[config.mk]
export PLATFORM = sky130hd
export DESIGN_NAME = branch_ctrl_flat
export DESIGN_NICKNAME = d
export VERILOG_FILES = /design/src/rtl/branch_ctrl_pkg.sv /design/src/rtl/branch_ctrl_if.sv /design/src/rtl/branch_cond_decode.sv /design/src/rtl/branch_ctrl.sv /design/src/flat_wrapper.sv
export SDC_FILE = /design/constraint.sdc
export NUM_CORES = 1
export LEC_CHECK = 0
export ABC_AREA = 1
export CORE_AREA = 8 8 118 120
export CTS_BUF_LIST = sky130_fd_sc_hd__clkbuf_16
export CTS_CLUSTER_DIAMETER = 80
export DETAILED_ROUTE_END_ITERATION = 7
export DIE_AREA = 0 0 126 128
export HOLD_SLACK_MARGIN = 0.12
export PLACE_DENSITY = 0.72
export SLEW_MARGIN = 20
export SYNTH_ARGS = -nofsm -noshare
export SYNTH_HDL_FRONTEND = slang
export SYNTH_SLANG_ARGS = --single-unit
[constraint.sdc]
create_clock -name clk -period 1.74 [get_ports clk]
set_input_delay 0.174 -clock clk [delete_from_list [all_inputs] [get_ports clk]]
set_output_delay 0.174 -clock clk [all_outputs]
set_load 0.01 [all_outputs]
[src/rtl/branch_ctrl_pkg.sv]
// Shared codes for the branch controller: branch conditions, comparator results
// and controller states.
package branch_ctrl_pkg;

   typedef enum logic [1:0] {
      COND_BEQ = 2'b00,
      COND_BLT = 2'b01,
      COND_BGT = 2'b10,
      COND_JMP = 2'b11
   } br_cond_e;

   // Shared with the datapath comparator and its fixture.
   typedef enum logic [1:0] {
      CMP_EQ  = 2'b00,
      CMP_LT  = 2'b01,
      CMP_GT  = 2'b10,
      CMP_INV = 2'b11
   } cmp_res_e;

   typedef enum logic [1:0] {
      ST_IDLE     = 2'b00,
      ST_WAIT_R15 = 2'b01,
      ST_COMPARE  = 2'b10,
      ST_FLUSH    = 2'b11
   } br_state_e;

endpackage

[src/rtl/branch_ctrl_if.sv]
// Decode/comparator/fetch-facing signals of the branch controller.
// The controller uses the slave modport; its surroundings drive the master side.
interface branch_ctrl_if #(
   parameter int unsigned DATA_W   = 16,
   parameter int unsigned OFFSET_W = 8
);
   logic                br_valid;
   logic                br_ready;
   logic [1:0]          br_cond;
   logic [OFFSET_W-1:0] br_offset;
   logic [DATA_W-1:0]   br_pc;
   logic [DATA_W-1:0]   op1_in;
   logic [DATA_W-1:0]   r15_in;
   logic                r15_pending;
   logic [DATA_W-1:0]   cmp_op1;
   logic [DATA_W-1:0]   cmp_r15;
   logic [1:0]          cmp_branch;
   logic                pc_load;
   logic [DATA_W-1:0]   pc_target;
   logic                flush;
   logic                taken;
   logic [15:0]         taken_cnt;

   modport master (
      output br_valid, br_cond, br_offset, br_pc, op1_in, r15_in, r15_pending, cmp_branch,
      input  br_ready, cmp_op1, cmp_r15, pc_load, pc_target, flush, taken, taken_cnt
   );

   modport slave (
      input  br_valid, br_cond, br_offset, br_pc, op1_in, r15_in, r15_pending, cmp_branch,
      output br_ready, cmp_op1, cmp_r15, pc_load, pc_target, flush, taken, taken_cnt
   );
endinterface

[src/rtl/branch_cond_decode.sv]
// Combinational branch decision: branch condition vs. 2-bit comparator result.
module branch_cond_decode
   import branch_ctrl_pkg::*;
(
   input  logic [1:0] cond_i,
   input  logic [1:0] cmp_i,
   output logic       taken_o
);

   always_comb begin
      taken_o = 1'b0;
      case (cond_i)
         COND_BEQ: taken_o = (cmp_i == CMP_EQ);
         COND_BLT: taken_o = (cmp_i == CMP_LT);
         COND_BGT: taken_o = (cmp_i == CMP_GT);
         COND_JMP: taken_o = 1'b1;
         default:  taken_o = 1'b0;
      endcase
   end

endmodule

[src/rtl/branch_ctrl.sv]
// Conditional-branch sequencer: captures operands, waits out R15 hazards,
// resolves via the comparator result and issues PC load plus a timed flush.
module branch_ctrl
   import branch_ctrl_pkg::*;
#(
   parameter int unsigned DATA_W       = 16,
   parameter int unsigned OFFSET_W     = 8,
   parameter int unsigned FLUSH_CYCLES = 2
) (
   input  logic          clk,
   input  logic          rst_n,
   branch_ctrl_if.slave  bus
);

   br_state_e           state_q;
   logic [DATA_W-1:0]   op1_q;
   logic [DATA_W-1:0]   r15_q;
   logic [1:0]          cond_q;
   logic [OFFSET_W-1:0] offset_q;
   logic [DATA_W-1:0]   pc_q;
   logic                pc_load_q;
   logic                flush_q;
   logic                taken_q;
   logic [DATA_W-1:0]   target_q;
   logic [15:0]         cnt_q;
   logic [3:0]          flush_cnt_q;

   logic                taken_d;
   logic [DATA_W-1:0]   target_d;

   branch_cond_decode u_cond_decode (
      .cond_i  (cond_q),
      .cmp_i   (bus.cmp_branch),
      .taken_o (taken_d)
   );

   assign target_d = pc_q + DATA_W'(1)
                   + {{(DATA_W-OFFSET_W){offset_q[OFFSET_W-1]}}, offset_q};

   always_ff @(posedge clk or negedge rst_n) begin
      if (!rst_n) begin
         state_q     <= ST_IDLE;
         op1_q       <= '0;
         r15_q       <= '0;
         cond_q      <= '0;
         offset_q    <= '0;
         pc_q        <= '0;
         pc_load_q   <= 1'b0;
         flush_q     <= 1'b0;
         taken_q     <= 1'b0;
         target_q    <= '0;
         cnt_q       <= '0;
         flush_cnt_q <= '0;
      end else begin
         pc_load_q <= 1'b0;
         case (state_q)
            ST_IDLE: begin
               if (bus.br_valid) begin
                  op1_q    <= bus.op1_in;
                  r15_q    <= bus.r15_in;
                  cond_q   <= bus.br_cond;
                  offset_q <= bus.br_offset;
                  pc_q     <= bus.br_pc;
                  state_q  <= bus.r15_pending ? ST_WAIT_R15 : ST_COMPARE;
               end
            end
            ST_WAIT_R15: begin
               r15_q <= bus.r15_in;
               if (!bus.r15_pending) state_q <= ST_COMPARE;
            end
            ST_COMPARE: begin
               taken_q <= taken_d;
               if (taken_d) begin
                  target_q    <= target_d;
                  cnt_q       <= cnt_q + 16'd1;
                  pc_load_q   <= 1'b1;
                  flush_q     <= 1'b1;
                  flush_cnt_q <= 4'(FLUSH_CYCLES - 1);
                  state_q     <= ST_FLUSH;
               end else begin
                  state_q <= ST_IDLE;
               end
            end
            ST_FLUSH: begin
               // flush_q was raised on entry; counter holds the remaining cycles.
               if (flush_cnt_q == '0) begin
                  flush_q <= 1'b0;
                  state_q <= ST_IDLE;
               end else begin
                  flush_cnt_q <= flush_cnt_q - 4'd1;
               end
            end
            default: state_q <= ST_IDLE;
         endcase
      end
   end

   assign bus.br_ready  = (state_q == ST_IDLE);
   assign bus.cmp_op1   = op1_q;
   assign bus.cmp_r15   = r15_q;
   assign bus.pc_load   = pc_load_q;
   assign bus.pc_target = target_q;
   assign bus.flush     = flush_q;
   assign bus.taken     = taken_q;
   assign bus.taken_cnt = cnt_q;

endmodule

[src/flat_wrapper.sv]
// flat-port wrapper written by rule: the top's interface ports become plain ports
module branch_ctrl_flat import branch_ctrl_pkg::*;
#(
   parameter int unsigned DATA_W       = 16,
   parameter int unsigned OFFSET_W     = 8,
   parameter int unsigned FLUSH_CYCLES = 2
)
  (clk, rst_n, bus_br_valid, bus_br_cond, bus_br_offset, bus_br_pc, bus_op1_in, bus_r15_in, bus_r15_pending, bus_cmp_branch, bus_br_ready, bus_cmp_op1, bus_cmp_r15, bus_pc_load, bus_pc_target, bus_flush, bus_taken, bus_taken_cnt);
  branch_ctrl_if #(.DATA_W(DATA_W), .OFFSET_W(OFFSET_W)) bus_i ();
  input  logic clk;
  input  logic rst_n;
  input wire logic [$bits(bus_i.br_valid)-1:0] bus_br_valid;
  input wire logic [$bits(bus_i.br_cond)-1:0] bus_br_cond;
  input wire logic [$bits(bus_i.br_offset)-1:0] bus_br_offset;
  input wire logic [$bits(bus_i.br_pc)-1:0] bus_br_pc;
  input wire logic [$bits(bus_i.op1_in)-1:0] bus_op1_in;
  input wire logic [$bits(bus_i.r15_in)-1:0] bus_r15_in;
  input wire logic [$bits(bus_i.r15_pending)-1:0] bus_r15_pending;
  input wire logic [$bits(bus_i.cmp_branch)-1:0] bus_cmp_branch;
  output wire logic [$bits(bus_i.br_ready)-1:0] bus_br_ready;
  output wire logic [$bits(bus_i.cmp_op1)-1:0] bus_cmp_op1;
  output wire logic [$bits(bus_i.cmp_r15)-1:0] bus_cmp_r15;
  output wire logic [$bits(bus_i.pc_load)-1:0] bus_pc_load;
  output wire logic [$bits(bus_i.pc_target)-1:0] bus_pc_target;
  output wire logic [$bits(bus_i.flush)-1:0] bus_flush;
  output wire logic [$bits(bus_i.taken)-1:0] bus_taken;
  output wire logic [$bits(bus_i.taken_cnt)-1:0] bus_taken_cnt;
  assign bus_i.br_valid = bus_br_valid;
  assign bus_i.br_cond = bus_br_cond;
  assign bus_i.br_offset = bus_br_offset;
  assign bus_i.br_pc = bus_br_pc;
  assign bus_i.op1_in = bus_op1_in;
  assign bus_i.r15_in = bus_r15_in;
  assign bus_i.r15_pending = bus_r15_pending;
  assign bus_i.cmp_branch = bus_cmp_branch;
  assign bus_br_ready = bus_i.br_ready;
  assign bus_cmp_op1 = bus_i.cmp_op1;
  assign bus_cmp_r15 = bus_i.cmp_r15;
  assign bus_pc_load = bus_i.pc_load;
  assign bus_pc_target = bus_i.pc_target;
  assign bus_flush = bus_i.flush;
  assign bus_taken = bus_i.taken;
  assign bus_taken_cnt = bus_i.taken_cnt;
  branch_ctrl #(.DATA_W(DATA_W), .OFFSET_W(OFFSET_W), .FLUSH_CYCLES(FLUSH_CYCLES)) u_core (.clk(clk), .rst_n(rst_n), .bus(bus_i));
endmodule
# After elaboration in Yosys (flattened, before gate mapping)
# Index checks and enable logic that the tools add are counted.
# classes
add_sub_neg	4
muxes	17
n_reduce_logical	12
eq_ne	13
# op_table
operator	n
16-bit by 1-bit adder with 16-bit output, second input constant	2
16-bit case mux with 2 select lines	1
16-bit adder	1
16-bit 2-to-1 mux	1
2-bit equality test, second input constant	5
2-bit 2-to-1 mux	5
3-bit AND reduction	3
4-bit 2-to-1 mux	2
2-bit case mux with 4 select lines	1
4-bit case mux with 2 select lines	1
2-bit by 1-bit equality test with 1-bit output, second input constant	3
2-bit zero test	3
2-bit inequality test, second input constant	3
2-bit AND reduction	3
4-bit zero test	1
1-bit 2-to-1 mux	4
2-bit by 1-bit inequality test with 1-bit output, second input constant	2
1-bit case mux with 4 select lines	1
2-bit nonzero test	2
4-bit by 1-bit subtractor with 4-bit output, second input constant	1
1-bit case mux with 2 select lines	1
# word_totals
wordCells	58
ff_bits	99

# Depth between registers and ports, before layout
# logic_depth
ltp_word	4
depth_mapped	12
ltp_nobuf	12

# By module
# From an unflattened synthesis, not the netlist that was laid out.
# hier_totals
hier_cells	506
area_unflattened_um2	4949.7
# modules_own_cells
mod	cells_per_inst	area_each_um2	seq_area_each_um2	n_inst
branch_ctrl	487	4845.9	2477.4	1
branch_cond_decode	19	103.8	0.0	1

# Least setup slack after synthesis
# Ideal clock, no wire load.
# synth_path
path_kind	register to register
startpoint	register u_core.pc_q[0]
endpoint	register u_core.target_q[12] (netlist: u_core.bus.pc_target[12])
stages_incl_launch_ff	12
setup_time_ns	0.117
path_slack_ns	0.131
arrival_time_ns	1.492
path_cell_list	dfrtp_1 > inv_1 > ha_1 > fa_1 > inv_1 > nand3_1 > nand3_1 > nand3_1 > nand3_1 > nand2_1 > nand3_2 > nand2_1
# synth_between
elab_chain_cells	2
# synth_rtl
element	line_no	rtl
from (decl)	branch_ctrl.sv:20	logic [DATA_W-1:0] pc_q;
from (signal assigned)	branch_ctrl.sv:63	pc_q <= bus.br_pc;
16-bit by 1-bit adder with 16-bit output	branch_ctrl.sv:37	assign target_d = pc_q + DATA_W'(1)
16-bit adder	branch_ctrl.sv:38	+ {{(DATA_W-OFFSET_W){offset_q[OFFSET_W-1]}}, offset_q};
to (signal assigned)	branch_ctrl.sv:74	target_q <= target_d;
to (decl)	branch_ctrl.sv:24	logic [DATA_W-1:0] target_q;
# No other way between the ends.
# A chain may end at the register's enable or synchronous reset.

# Worst setup path in the final report
# layout_path
startpoint	register u_core.offset_q[7]
endpoint	register u_core.target_q[14] (netlist: u_core.bus.pc_target[14])
# layout_between
elab_chain_cells	1
# layout_rtl
element	line_no	rtl
from (decl)	branch_ctrl.sv:19	logic [OFFSET_W-1:0] offset_q;
from (signal assigned)	branch_ctrl.sv:62	offset_q <= bus.br_offset;
16-bit adder	branch_ctrl.sv:38	
# No other way between the ends.

==> results.json <==
{
  "outcome": "completed",
  "peakVddDrop_mv": 0.938,
  "grt_pass1_wl_um": 20500,
  "cts_tree": "done",
  "vias": 4201,
  "antenna_found_initial": 0,
  "syn_inst": 556,
  "cp_max_fo": 6,
  "ys_top_cells_by_area": "dfrtp_1 48%, nand2_1 11%, mux2_2 9.5%",
  "clock-root-buffer": "clkbuf_16",
  "die_h_um": 128,
  "powerDensity_mw_per_mm2": 2000,
  "fp.dieArea_sq_mm": 0.0161,
  "p_leak_nw": 3.40,
  "drive_above_1_share_pct": 19.6,
  "area_delta_synth_final_pct": 40.0,
  "slew_headroom_pct": 65.1,
  "fp.dieW_um": 126,
  "yosysSeqAreaShare_pct": 47.5,
  "path_class": "flop to flop",
  "switching_share_pct": 39.5,
  "fin_nets": 794,
  "setup_tns_ns": 0,
  "route.detailed.drc": 0,
  "grt_max_degree": 100,
  "min_path_type": "input pin to async pin",
  "ff2ff_path_depth": 11,
  "cts_buffers": 9,
  "n_antenna_cell": 0,
  "start_util_pct": 42.7,
  "stdcell_count": 863,
  "pwr-share-clk_pct": 14.5,
  "wl_per_cell_um": 14.8,
  "endpoint_kind": "flop",
  "drtPass1Iterations": 4,
  "max_freq_mhz": 596,
  "syn_area_per_cell_sq_um": 9.37,
  "synth_cell_types": 34,
  "path_clk_slew_ns": 0.07,
  "track_usage_pct": 15.8,
  "yosys.area.top_type_share_pct": 47.5,
  "clock_sinks": 99,
  "io_buffers": 131,
  "ys_warn_count": 0,
  "slew_violations": 0,
  "cap_violations": 0,
  "fin_crit_sh_pct": 96.5,
  "arrival_ns": 1.93,
  "yosysTopAreaCell": "dfrtp_1",
  "clock_path_buffers": 2,
  "wl_um": 12800,
  "core_area_sq_mm": 0.0122,
  "hold-worst-slack_ns": 0.411,
  "place_inst": 842,
  "combinationalPowerShare_pct": 57.6,
  "rsz0062_at_grt": "true",
  "synth_nets": 642,
  "place_congestion": 0.877,
  "io_pins": 132,
  "tightest_slew_ns": 0.523,
  "period_needed_ns": 1.68,
  "cp.required_ns": 1.99,
  "ys_async_sr_fraction_pct": 100,
  "skew_ns": 0.00488,
  "via_per_inst": 4.87,
  "dp_hpwl_um": 9480,
  "drt_iter0_markers": 243,
  "setup_viol": 0,
  "p_int_mw": 8.81,
  "netlist_top_cells_count": "156 x nand2_1, 99 x dfrtp_1, 68 x inv_1",
  "syn_area_sq_mm": 0.00521,
  "p_seq_share_pct": 27.9,
  "synth_enable_flop_cells": 0,
  "cts_max_level": 3,
  "final_util_pct": 59.8,
  "synth_most_common_cell": "nand2_1",
  "clk_latency_ns": 0.35,
  "grt_remaining_overflow": 0,
  "p_switching_mw": 5.76,
  "detail-route-antenna-nets": 0,
  "start_kind": "flop",
  "ys_ff_latch": 99,
  "final-hold-violation-count": 0,
  "row_count": 41,
  "grt_pass1_vias": 4247,
  "ys.flop_type": "dfrtp_1"
}
metrics by stage:
stage / area, sq um / power, mW / setup slack [ns]
floorplan: 5210 / 8.84 / 0.131
global placement: 6790 / 11.6 / 0.0194
detailed placement: 6790 / 11.8 / -0.0197
CTS: 7130 / 14.0 / 0.0145
global route: 7300 / 15.7 / -0.0273
finish: 7300 / 14.6 / 0.0610
state kept, by name, summed over array words and instances, names as in the netlist:
signal,flops
u_core.bus.cmp_r15,16
u_core.bus.cmp_op1,16
u_core.bus.taken_cnt,16
u_core.flush_cnt_q,4
u_core.bus.taken,1
u_core.state_q,2
u_core.bus.pc_target,16
u_core.bus.flush,1
u_core.bus.pc_load,1
u_core.offset_q,8
u_core.cond_q,2
u_core.pc_q,16
cells in the final DEF, fill, tap and decap left out, types with 2 or more instances in the layout:
cell type        instances
buf_4                   14
a21oi_2                  3
xnor2_1                  7
nand2_1                149
clkinv_1                 2
nor3_2                   2
nor3_1                   6
o21ai_0                  6
or2_2                    2
bufinv_16                2
clkdlybuf4s50_1        129
ha_1                    14
mux2_4                   8
nand3b_1                 4
mux2_2                  44
nand3_2                  7
dfrtp_2                  3
buf_12                   5
nand4_1                  2
o21ai_2                  9
o21ai_1                  8
inv_2                    5
nor2_1                  29
a21oi_1                 10
clkbuf_16                9
nand2_2                  9
ha_4                     7
nand3_1                 28
buf_6                    2
dfrtp_1                 96
xor2_1                  13
inv_1                   65
layout make-up:
| cell class | instances | area (sq um) |
|---|---|---|
| Fill cell | 1032 | 4910 |
| Timing Repair Buffer | 153 | 1560 |
| Inverter | 70 | 268 |
| Clock inverter | 7 | 83.8 |
| Multi-Input combinational cell | 375 | 2500 |
| Tap cell | 150 | 188 |
| Clock buffer | 9 | 225 |
| Sequential cell | 99 | 2480 |
power groups by stage:
stage / registers, mW / logic [mW] / clock network (mW)
2_1_floorplan: 4.23 / 4.61 / 0
3_3_place_gp: 4.00 / 7.55 / 0
3_5_place_dp: 4.05 / 7.74 / 0
4_1_cts: 4.04 / 7.82 / 2.17
5_1_grt: 4.21 / 9.19 / 2.26
6_report: 4.07 / 8.40 / 2.11
path summary, 6_finish.rpt:
check                                                startpoint                                    to  slack (ns)
min reg2reg                u_core.bus.pc_target[13]$_DFFE_PN0P_  u_core.bus.pc_target[13]$_DFFE_PN0P_        0.48
max in group asynchronous                                 rst_n        u_core.offset_q[7]$_DFFE_PN0P_        0.91
min in group clk                               bus_br_offset[0]        u_core.offset_q[0]$_DFFE_PN0P_        0.41
min                                                       rst_n    u_core.bus.cmp_r15[14]$_DFFE_PN0P_        0.41
max                              u_core.offset_q[7]$_DFFE_PN0P_  u_core.bus.pc_target[14]$_DFFE_PN0P_        0.06
max reg2reg                      u_core.offset_q[7]$_DFFE_PN0P_  u_core.bus.pc_target[14]$_DFFE_PN0P_        0.06
repair_timing:
action	in CTS	in global routing
endpoints found under the setup margin	6	18
setup buffers	0	4
endpoints found under the hold margin	99	0
resized for setup	5	32
pin swaps	0	5
hold buffers	1	0
routing by layer:
layer / share of wire (%) / vias up / track usage (%)
met5: 0 / - / 0
met4: 3.1 / 0 / 8.35
met3: 3.4 / 25 / 3.16
met2: 53 / 79 / 27.6
met1: 41 / 2016 / 17.8
li1: - / 2081 / -
cells by family after synthesis:
kind of cell	after synthesis	share of synthesized area, %
AO/OA/AOI/OAI	39	4.68
multiplexers	52	11.8
XOR/XNOR	20	3.36
buffers and inverters	82	7.23
flip-flops	99	47.5
AND/OR/NAND/NOR	242	20.0
adder cells (fa/ha/maj)	22	5.43
worst max-delay path, stage by stage (launching register included):
cell     delay (ns)
dfrtp_2        0.46
buf_6          0.17
ha_4           0.29
nand2_1        0.08
inv_2          0.06
nand2_1        0.08
nor3_2         0.11
nand2_1        0.09
nand2_1        0.08
nand2_1        0.05
nand3_1        0.06
nand2_1        0.05
No activity file was read; power rests on OpenSTA's default activity.
